**config.mk**
```make
export PLATFORM = sky130hd
export DESIGN_NAME = dbus_ctrl
export DESIGN_NICKNAME = d
export VERILOG_FILES = /design/src/rtl/dbus_ctrl.sv
export SDC_FILE = /design/constraint.sdc
export NUM_CORES = 1
export LEC_CHECK = 0
export CORE_MARGIN = 4
export CORE_UTILIZATION = 40
export CTS_CLUSTER_SIZE = 30
export DETAILED_ROUTE_END_ITERATION = 10
export GPL_TIMING_DRIVEN = 1
export PLACE_DENSITY = 0.81
export SLEW_MARGIN = 20
export SYNTH_ARGS = -nofsm -noshare
export SYNTH_HDL_FRONTEND = slang
export SYNTH_SLANG_ARGS = --single-unit
```
**constraint.sdc**
```tcl
create_clock -name clk -period 2.78 [get_ports clk]
set_input_delay 0.556 -clock clk [delete_from_list [all_inputs] [get_ports clk]]
set_output_delay 0.556 -clock clk [all_outputs]
set_load 0.03 [all_outputs]
```
**src/rtl/dbus_ctrl.sv**
```systemverilog
// dbus_ctrl: memory-stage data-bus sequencer. Checks alignment, issues one dbus request
// per aligned load/store and holds the pipeline until the response word returns.
module dbus_ctrl #(
    parameter int unsigned ADDR_W = 64,
    parameter int unsigned DATA_W = 64
) (
    input  logic              clk,
    input  logic              reset,
    input  logic              mem_valid,
    input  logic [1:0]        mem_rw,
    input  logic [2:0]        msize,
    input  logic [ADDR_W-1:0] addr,
    input  logic [DATA_W-1:0] wdata,
    input  logic              flush,
    input  logic              accept,
    output logic              dreq_valid,
    output logic [ADDR_W-1:0] dreq_addr,
    output logic [2:0]        dreq_size,
    output logic [7:0]        dreq_strobe,
    output logic [DATA_W-1:0] dreq_data,
    input  logic              dresp_addr_ok,
    input  logic              dresp_data_ok,
    input  logic [DATA_W-1:0] dresp_data,
    output logic [DATA_W-1:0] rdata,
    output logic              done,
    output logic              stall,
    output logic              misalign
);

    typedef enum logic [1:0] {StIdle, StReq, StWait, StResp} state_t;

    state_t            state;
    logic              killed;
    logic              isLoad;
    logic              isStore;
    logic              sizeBad;
    logic              launch;
    logic [7:0]        baseStrobe;
    logic [7:0]        laneStrobe;
    logic [DATA_W-1:0] laneData;
    logic              dropResp;

    always_comb begin
        isLoad  = (mem_rw == 2'b01);
        isStore = (mem_rw == 2'b10);
        case (msize)
            3'd0: begin
                sizeBad    = 1'b0;
                baseStrobe = 8'h01;
            end
            3'd1: begin
                sizeBad    = addr[0];
                baseStrobe = 8'h03;
            end
            3'd2: begin
                sizeBad    = |addr[1:0];
                baseStrobe = 8'h0F;
            end
            default: begin
                sizeBad    = |addr[2:0];
                baseStrobe = 8'hFF;
            end
        endcase
        launch     = (state == StIdle) & mem_valid & (isLoad | isStore) & ~sizeBad & ~flush;
        misalign   = (state == StIdle) & mem_valid & (isLoad | isStore) & sizeBad;
        stall      = launch | (state == StReq) | (state == StWait);
        laneStrobe = baseStrobe << addr[2:0];
        laneData   = wdata << {addr[2:0], 3'b000};
        // A flushed op still drains the bus but must not surface its data.
        dropResp   = killed | flush;
    end

    always_ff @(posedge clk or negedge reset) begin
        if (!reset) begin
            state       <= StIdle;
            killed      <= 1'b0;
            dreq_valid  <= 1'b0;
            dreq_addr   <= '0;
            dreq_size   <= '0;
            dreq_strobe <= '0;
            dreq_data   <= '0;
            rdata       <= '0;
            done        <= 1'b0;
        end else begin
            case (state)
                StIdle: begin
                    if (launch) begin
                        state       <= StReq;
                        dreq_valid  <= 1'b1;
                        dreq_addr   <= addr;
                        dreq_size   <= msize;
                        dreq_strobe <= isStore ? laneStrobe : 8'h00;
                        dreq_data   <= isStore ? laneData : '0;
                    end
                end
                StReq: begin
                    if (flush) killed <= 1'b1;
                    if (dresp_addr_ok) begin
                        dreq_valid <= 1'b0;
                        if (dresp_data_ok) begin
                            if (dropResp) begin
                                state  <= StIdle;
                                killed <= 1'b0;
                            end else begin
                                state <= StResp;
                                rdata <= dresp_data;
                                done  <= 1'b1;
                            end
                        end else begin
                            state <= StWait;
                        end
                    end
                end
                StWait: begin
                    if (flush) killed <= 1'b1;
                    if (dresp_data_ok) begin
                        if (dropResp) begin
                            state  <= StIdle;
                            killed <= 1'b0;
                        end else begin
                            state <= StResp;
                            rdata <= dresp_data;
                            done  <= 1'b1;
                        end
                    end
                end
                StResp: begin
                    if (accept || flush) begin
                        state <= StIdle;
                        done  <= 1'b0;
                    end
                end
                default: state <= StIdle;
            endcase
        end
    end

endmodule

```
==> flow_summary.json, run 1 <==
{
  "max_cap_violations": 0,
  "cts.sinks": 208,
  "die_y_um": 161.7,
  "vias": 8053,
  "cts_setup_buffers": 0,
  "cp.arrival_ps": 2110,
  "setup.worst_path.class": "input pin to output port",
  "setup_violations": 0,
  "worstPathCellList": "clkdlybuf4s50_1 > a211oi_2 > or3_1 > nor3_1 > buf_4",
  "rsz0062_at_grt": "no",
  "antenna_found_initial": 1,
  "synth_area_um2": 9447,
  "die-area_um2": 26140,
  "fin_crit_ps": 2667,
  "tritoncts": "built",
  "rows": 55,
  "stdcell_count": 1524,
  "grt_pass1_vias": 8403,
  "place_congestion": 0.8972,
  "numCtsBuffers": 24,
  "drt_wl_total_um": 32560,
  "vdd_drop_max_mv": 0.7740,
  "grt_first_pass_wirelength_um": 49490,
  "routedWlPerCell_um": 21.36,
  "drtAntennaViolNets": 0,
  "io_pins": 411,
  "synth_cell_type_count": 46,
  "grt.total_usage_pct": 24.09,
  "worstMarginPinSlew_ps": 740.7,
  "critPathTopFamily": "buffers and inverters",
  "core_um2": 22920,
  "syn_avg_cell_area_um2": 12.02,
  "gr-total-overflow": 0,
  "required_ps": 2220,
  "synthFlopType": "dfrtp_1",
  "drive_gt1_share_pct": 19.57,
  "final_hold_viol_count": 0,
  "cts.reportedPaths.clkPinSlew_ps": 50,
  "clock-root-buffer": "clkbuf_16",
  "dp.cells": 1486,
  "period_share_pct": 95.92,
  "final_common_cell": "clkdlybuf4s50_1",
  "clk_latency_ps": 510,
  "fmax_mhz": 375.0,
  "h-tree-depth": 1,
  "area_growth_pct": 56.33,
  "synth_cells": 786,
  "slew_viol_final": 0,
  "first_pass_iters": 6,
  "cp-end-kind": "output port",
  "ys_seq_area_share_pct": 55.10,
  "status": "finished clean",
  "synth_edf_count": 0,
  "drc_errors": 0,
  "grt_max_degree": 116,
  "nets": 1409,
  "clockBufferDepth": 3,
  "ys_ff_latch": 208,
  "layout_common_cells": "clkdlybuf4s50_1, dfrtp_1, mux2_2",
  "cp-start-kind": "input pin",
  "die_w_um": 161.7,
  "initialDrtViolationCount": 670,
  "cts_resized": 0,
  "synthArstFlopShare_pct": 100.0,
  "dpl.hpwl_um": 25010,
  "skew_ps": 14.99,
  "cpPeakStageDelay_ps": 590,
  "vias_per_cell": 5.284,
  "cp_max_fo": 4,
  "power.density_nw_per_um2": 982.2,
  "path_buf_inv": 2,
  "p_leak_nw": 6.255,
  "initial_utilization_pct": 41.22,
  "yosysWarnings": 0,
  "relSlewSlack_pct": 50.44,
  "fin_setup_tns_ps": 0,
  "critPathSlowestCell": "clkdlybuf4s50_1",
  "portBuffers": 410,
  "diodes": 0,
  "min_path_type": "input pin to asynchronous set/reset pin",
  "synth.net_count": 996,
  "hold_buffers": 0
}
[worst paths after layout]
| path | startpoint | slack (ps) | endpoint | cells after the start |
|---|---|---|---|---|
| worst max-delay path | msize[0] | 110 | misalign | 5 |
| worst min-delay path | reset | 100 | dreq_data[16] | 1 |
| worst max register to register | state[0] | 660 | dreq_addr[6] | 7 |
| worst min register to register | dreq_data[9] | 480 | dreq_data[9] | 2 |
| max in group asynchronous | reset | 1950 | dreq_data[15] | 2 |
| min in group clk | dreq_data[9] | 480 | dreq_data[9] | 2 |
[registers in the layout (all words and copies together), names as in the netlist, 2 cells and up]
name and flops:
dreq_strobe 8, dreq_size 3, state 2, rdata 64
dreq_addr 64, dreq_data 64
[layout make-up]
| cell class | count | area [um2] |
|---|---|---|
| fillers | 1753 | 8148 |
| multi-input cells | 515 | 3968 |
| clock inverters | 3 | 40.04 |
| flip-flops and latches | 208 | 5205 |
| clock buffers | 35 | 693.2 |
| inverters | 6 | 22.52 |
| repair buffers | 444 | 4448 |
| well taps | 313 | 391.6 |
[metal layers]
metal	vias to the layer above	track usage, %	wire [um]
met3	64	6.217	2835
met2	382	41.46	16460
li1	3672	-	-
met5	-	0	13
met1	3933	29.82	12140
met4	2	7.805	1112
[power breakdown]
part / internal, W / switching (W)
Combinational: 0.00306 / 0.00373
Clock: 0.00180 / 0.00117
Sequential: 0.00415 / 0.000596
[cells by family after synthesis]
group | share of synthesized area, %
flops | 55.10
mux | 21.88
simple gates | 7.603
compound gates | 11.56
buf+inv | 3.059
fa+ha+maj | 0.7947
[cells in the mapped netlist, types with 2 or more instances]
| library cell | number | share of area [%] |
|---|---|---|
| dfrtp_1 | 208 | 55 |
| mux2_2 | 156 | 19 |
| nand2_1 | 94 | 3.7 |
| o21ai_0 | 56 | 3.0 |
| buf_2 | 35 | 1.9 |
| mux2i_1 | 31 | 3.3 |
| nor2_1 | 28 | 1.1 |
| o31ai_1 | 28 | 2.2 |
| clkbuf_1 | 15 | 0.60 |
| a21oi_1 | 14 | 0.74 |
| nand3_1 | 11 | 0.58 |
| a221oi_1 | 10 | 0.93 |
| nor3_1 | 10 | 0.53 |
| a211oi_1 | 8 | 0.64 |
| a222oi_1 | 8 | 0.85 |
| a22oi_1 | 8 | 0.64 |
| o211ai_1 | 8 | 0.64 |
| o2bb2ai_1 | 8 | 0.74 |
| ha_1 | 6 | 0.79 |
| inv_1 | 6 | 0.24 |
| nand2b_1 | 5 | 0.33 |
| buf_1 | 4 | 0.16 |
| a211o_1 | 2 | 0.19 |
| and2_1 | 2 | 0.13 |
| buf_4 | 2 | 0.16 |
| o22ai_1 | 2 | 0.13 |
| or3b_2 | 2 | 0.19 |
[through the flow]
stage,worst slack (ps),util (%),total power (W),hold slack (ps),instance area (um2)
global placement,91.27,61.23,0.01144,461.0,14030
detailed placement,67.91,61.23,0.01159,466.2,14030
finish,113.4,64.44,0.01450,98.46,14770
global route,37.69,64.44,0.01517,141.2,14770
floorplan,262.7,-,0.008342,260.4,9447
CTS,105.5,64.43,0.01464,129.0,14770
Note: power is estimated with default switching activity, not from simulation.
==> run 2: changes to the inputs <==
--- a/config.mk
+++ b/config.mk
@@ -9,7 +9,7 @@
 export CORE_UTILIZATION = 40
 export CTS_CLUSTER_SIZE = 30
 export DETAILED_ROUTE_END_ITERATION = 10
-export GPL_TIMING_DRIVEN = 1
+export GPL_TIMING_DRIVEN = 0
 export PLACE_DENSITY = 0.81
 export SLEW_MARGIN = 20
 export SYNTH_ARGS = -nofsm -noshare
==> run 2 against run 1 <==
Net effect: setup slack lost 17 ps; non-clock buffer count grew 26; count of clock-buffer cells in the layout shrank 2; cell count grew 2.1%; global-route usage grew 2.2 points; register-to-register slack lost 290 ps; combinational power is essentially flat; die area is the same; sequential share of layout area shrank 0.28 points; fmax shrank 0.62%; wire length grew 9.2%; largest cell class unchanged; highest routed layer unchanged.
==> flow_summary.json, run 2 (synthesis results as in run 1) <==
{
  "grt_max_degree": 99,
  "die_y_um": 161.7,
  "final.fill_count": 1769,
  "die_w_um": 161.7,
  "clock-root-buffer": "clkbuf_16",
  "grt_first_pass_wirelength_um": 53700,
  "core_um2": 22920,
  "initialDrtViolationCount": 608,
  "place_congestion": 0.9500,
  "fin_crit_ps": 2683,
  "grt_use_met3_pct": 6.876,
  "power.total_w": 0.01499,
  "drc_errors": 0,
  "tritoncts": "built",
  "final_hold_viol_count": 0,
  "grt.total_usage_pct": 26.29,
  "final_common_cell": "clkdlybuf4s50_1",
  "nets": 1435,
  "relSlewSlack_pct": 44.16,
  "slew_viol_final": 0,
  "cts.reportedPaths.clkPinSlew_ps": 70,
  "worstPathCellList": "clkdlybuf4s50_1 > inv_1 > ha_1 > and4bb_2 > o31ai_4 > buf_6 > nand2_1 > buf_4",
  "setup.worst_path.class": "input pin to output port",
  "skew_ps": 17.54,
  "clockBufferDepth": 3,
  "required_ps": 2220,
  "min_path_type": "input pin to asynchronous set/reset pin",
  "gr-total-overflow": 0,
  "ff2ff_path_depth": 8,
  "cp.arrival_ps": 2130,
  "p_leak_nw": 6.293,
  "critPathSlowestCell": "clkdlybuf4s50_1",
  "rows": 55,
  "vias_per_cell": 5.402,
  "dpl.hpwl_um": 28090,
  "worstMarginPinSlew_ps": 834.6,
  "routedWlPerCell_um": 22.85,
  "status": "finished clean",
  "area_growth_pct": 57.60,
  "cp-start-kind": "input pin",
  "h-tree-depth": 1,
  "numCtsBuffers": 24,
  "max_cap_violations": 0,
  "grt.busiest_layer": "met2",
  "crit_cells": 8,
  "fin_setup_tns_ps": 0,
  "drive_gt1_share_pct": 20.19,
  "vdd_drop_max_mv": 0.9003,
  "layout_common_cells": "clkdlybuf4s50_1, dfrtp_1, mux2_2",
  "cpPeakStageDelay_ps": 450,
  "fmax_mhz": 372.7,
  "vias": 8405,
  "rsz0062_at_grt": "no",
  "grt_pass1_vias": 8913,
  "period_share_pct": 96.52,
  "reg_top3": "dreq_addr x64, dreq_data x64, rdata x64",
  "drt_wl_total_um": 35550,
  "clk_latency_ps": 510,
  "grt_util_met1_pct": 33.14,
  "path_buf_inv": 4,
  "antenna_found_initial": 1,
  "io_pins": 411,
  "power.density_nw_per_um2": 1007,
  "die-area_um2": 26140,
  "cp_max_fo": 5,
  "drtAntennaViolNets": 0,
  "first_pass_iters": 5,
  "cts.sinks": 208,
  "diodes": 0,
  "critPathTopFamily": "buffers and inverters",
  "initial_utilization_pct": 41.22,
  "cp-end-kind": "output port",
  "setup_violations": 0,
  "portBuffers": 407,
  "use_met2_pct": 44.31
}
==> run 2: what timing repair did <==
item,4_1_cts,5_1_grt
buffers inserted,2,2
hold endpoints to repair,14,0
endpoints found under the setup margin,2,1
gates resized for setup,16,0
pin swaps,2,1
hold buffers,1,0
==> run 2: per-stage QoR <==
stage / instances / instance area [um2] / setup slack [ps] / hold WS (ps) / util (%)
2_1_floorplan: 786 / 9447 / 262.7 / 260.4 / -
3_3_place_gp: 1506 / 13910 / -7703 / 462.7 / 60.71
3_5_place_dp: 1508 / 13970 / -989.1 / 389.1 / 60.97
4_1_cts: 1554 / 14870 / 34.42 / 425.7 / 64.90
5_1_grt: 1556 / 14890 / 18.88 / 444.3 / 64.97
6_report: 1556 / 14890 / 96.80 / 448.4 / 64.97
==> run 2: path summary, 6_finish.rpt <==
check	start	to	slack [ps]
max	mem_rw[0]	stall	100
min	reset	dreq_data[25]	450
max reg2reg	state[0]	dreq_addr[59]	370
min reg2reg	dreq_data[36]	dreq_data[36]	480
max in group asynchronous	reset	dreq_data[53]	1550
min in group clk	msize[0]	dreq_size[0]	470
==> run 2: final cells by class <==
type,count,area (um2),area share (%)
Clock buffer,33,695.7,4.673
Tap cell,313,391.6,2.630
Buffer,56,270.3,1.815
Clock inverter,11,185.2,1.244
Sequential cell,208,5205,34.96
Multi-Input combinational cell,515,3953,26.55
Timing Repair Buffer,414,4165,27.98
Inverter,6,22.52,0.1513
==> run 2: where the power goes <==
part | switching, W | internal [W] | total [W] | leakage, nW
clock | 0.00125 | 0.00221 | 0.00346 | 0.428
combinational | 0.00376 | 0.00305 | 0.00681 | 3.18
sequential | 0.000580 | 0.00414 | 0.00472 | 2.68
==> run 2: metal layers <==
| layer | part of all wire [%] | wire length (um) | vias to the layer above |
|---|---|---|---|
| li1 | - | - | 3742 |
| met1 | 39 | 13820 | 4163 |
| met2 | 49 | 17300 | 412 |
| met3 | 8.6 | 3058 | 86 |
| met4 | 3.8 | 1360 | 2 |
| met5 | 0.037 | 13 | - |
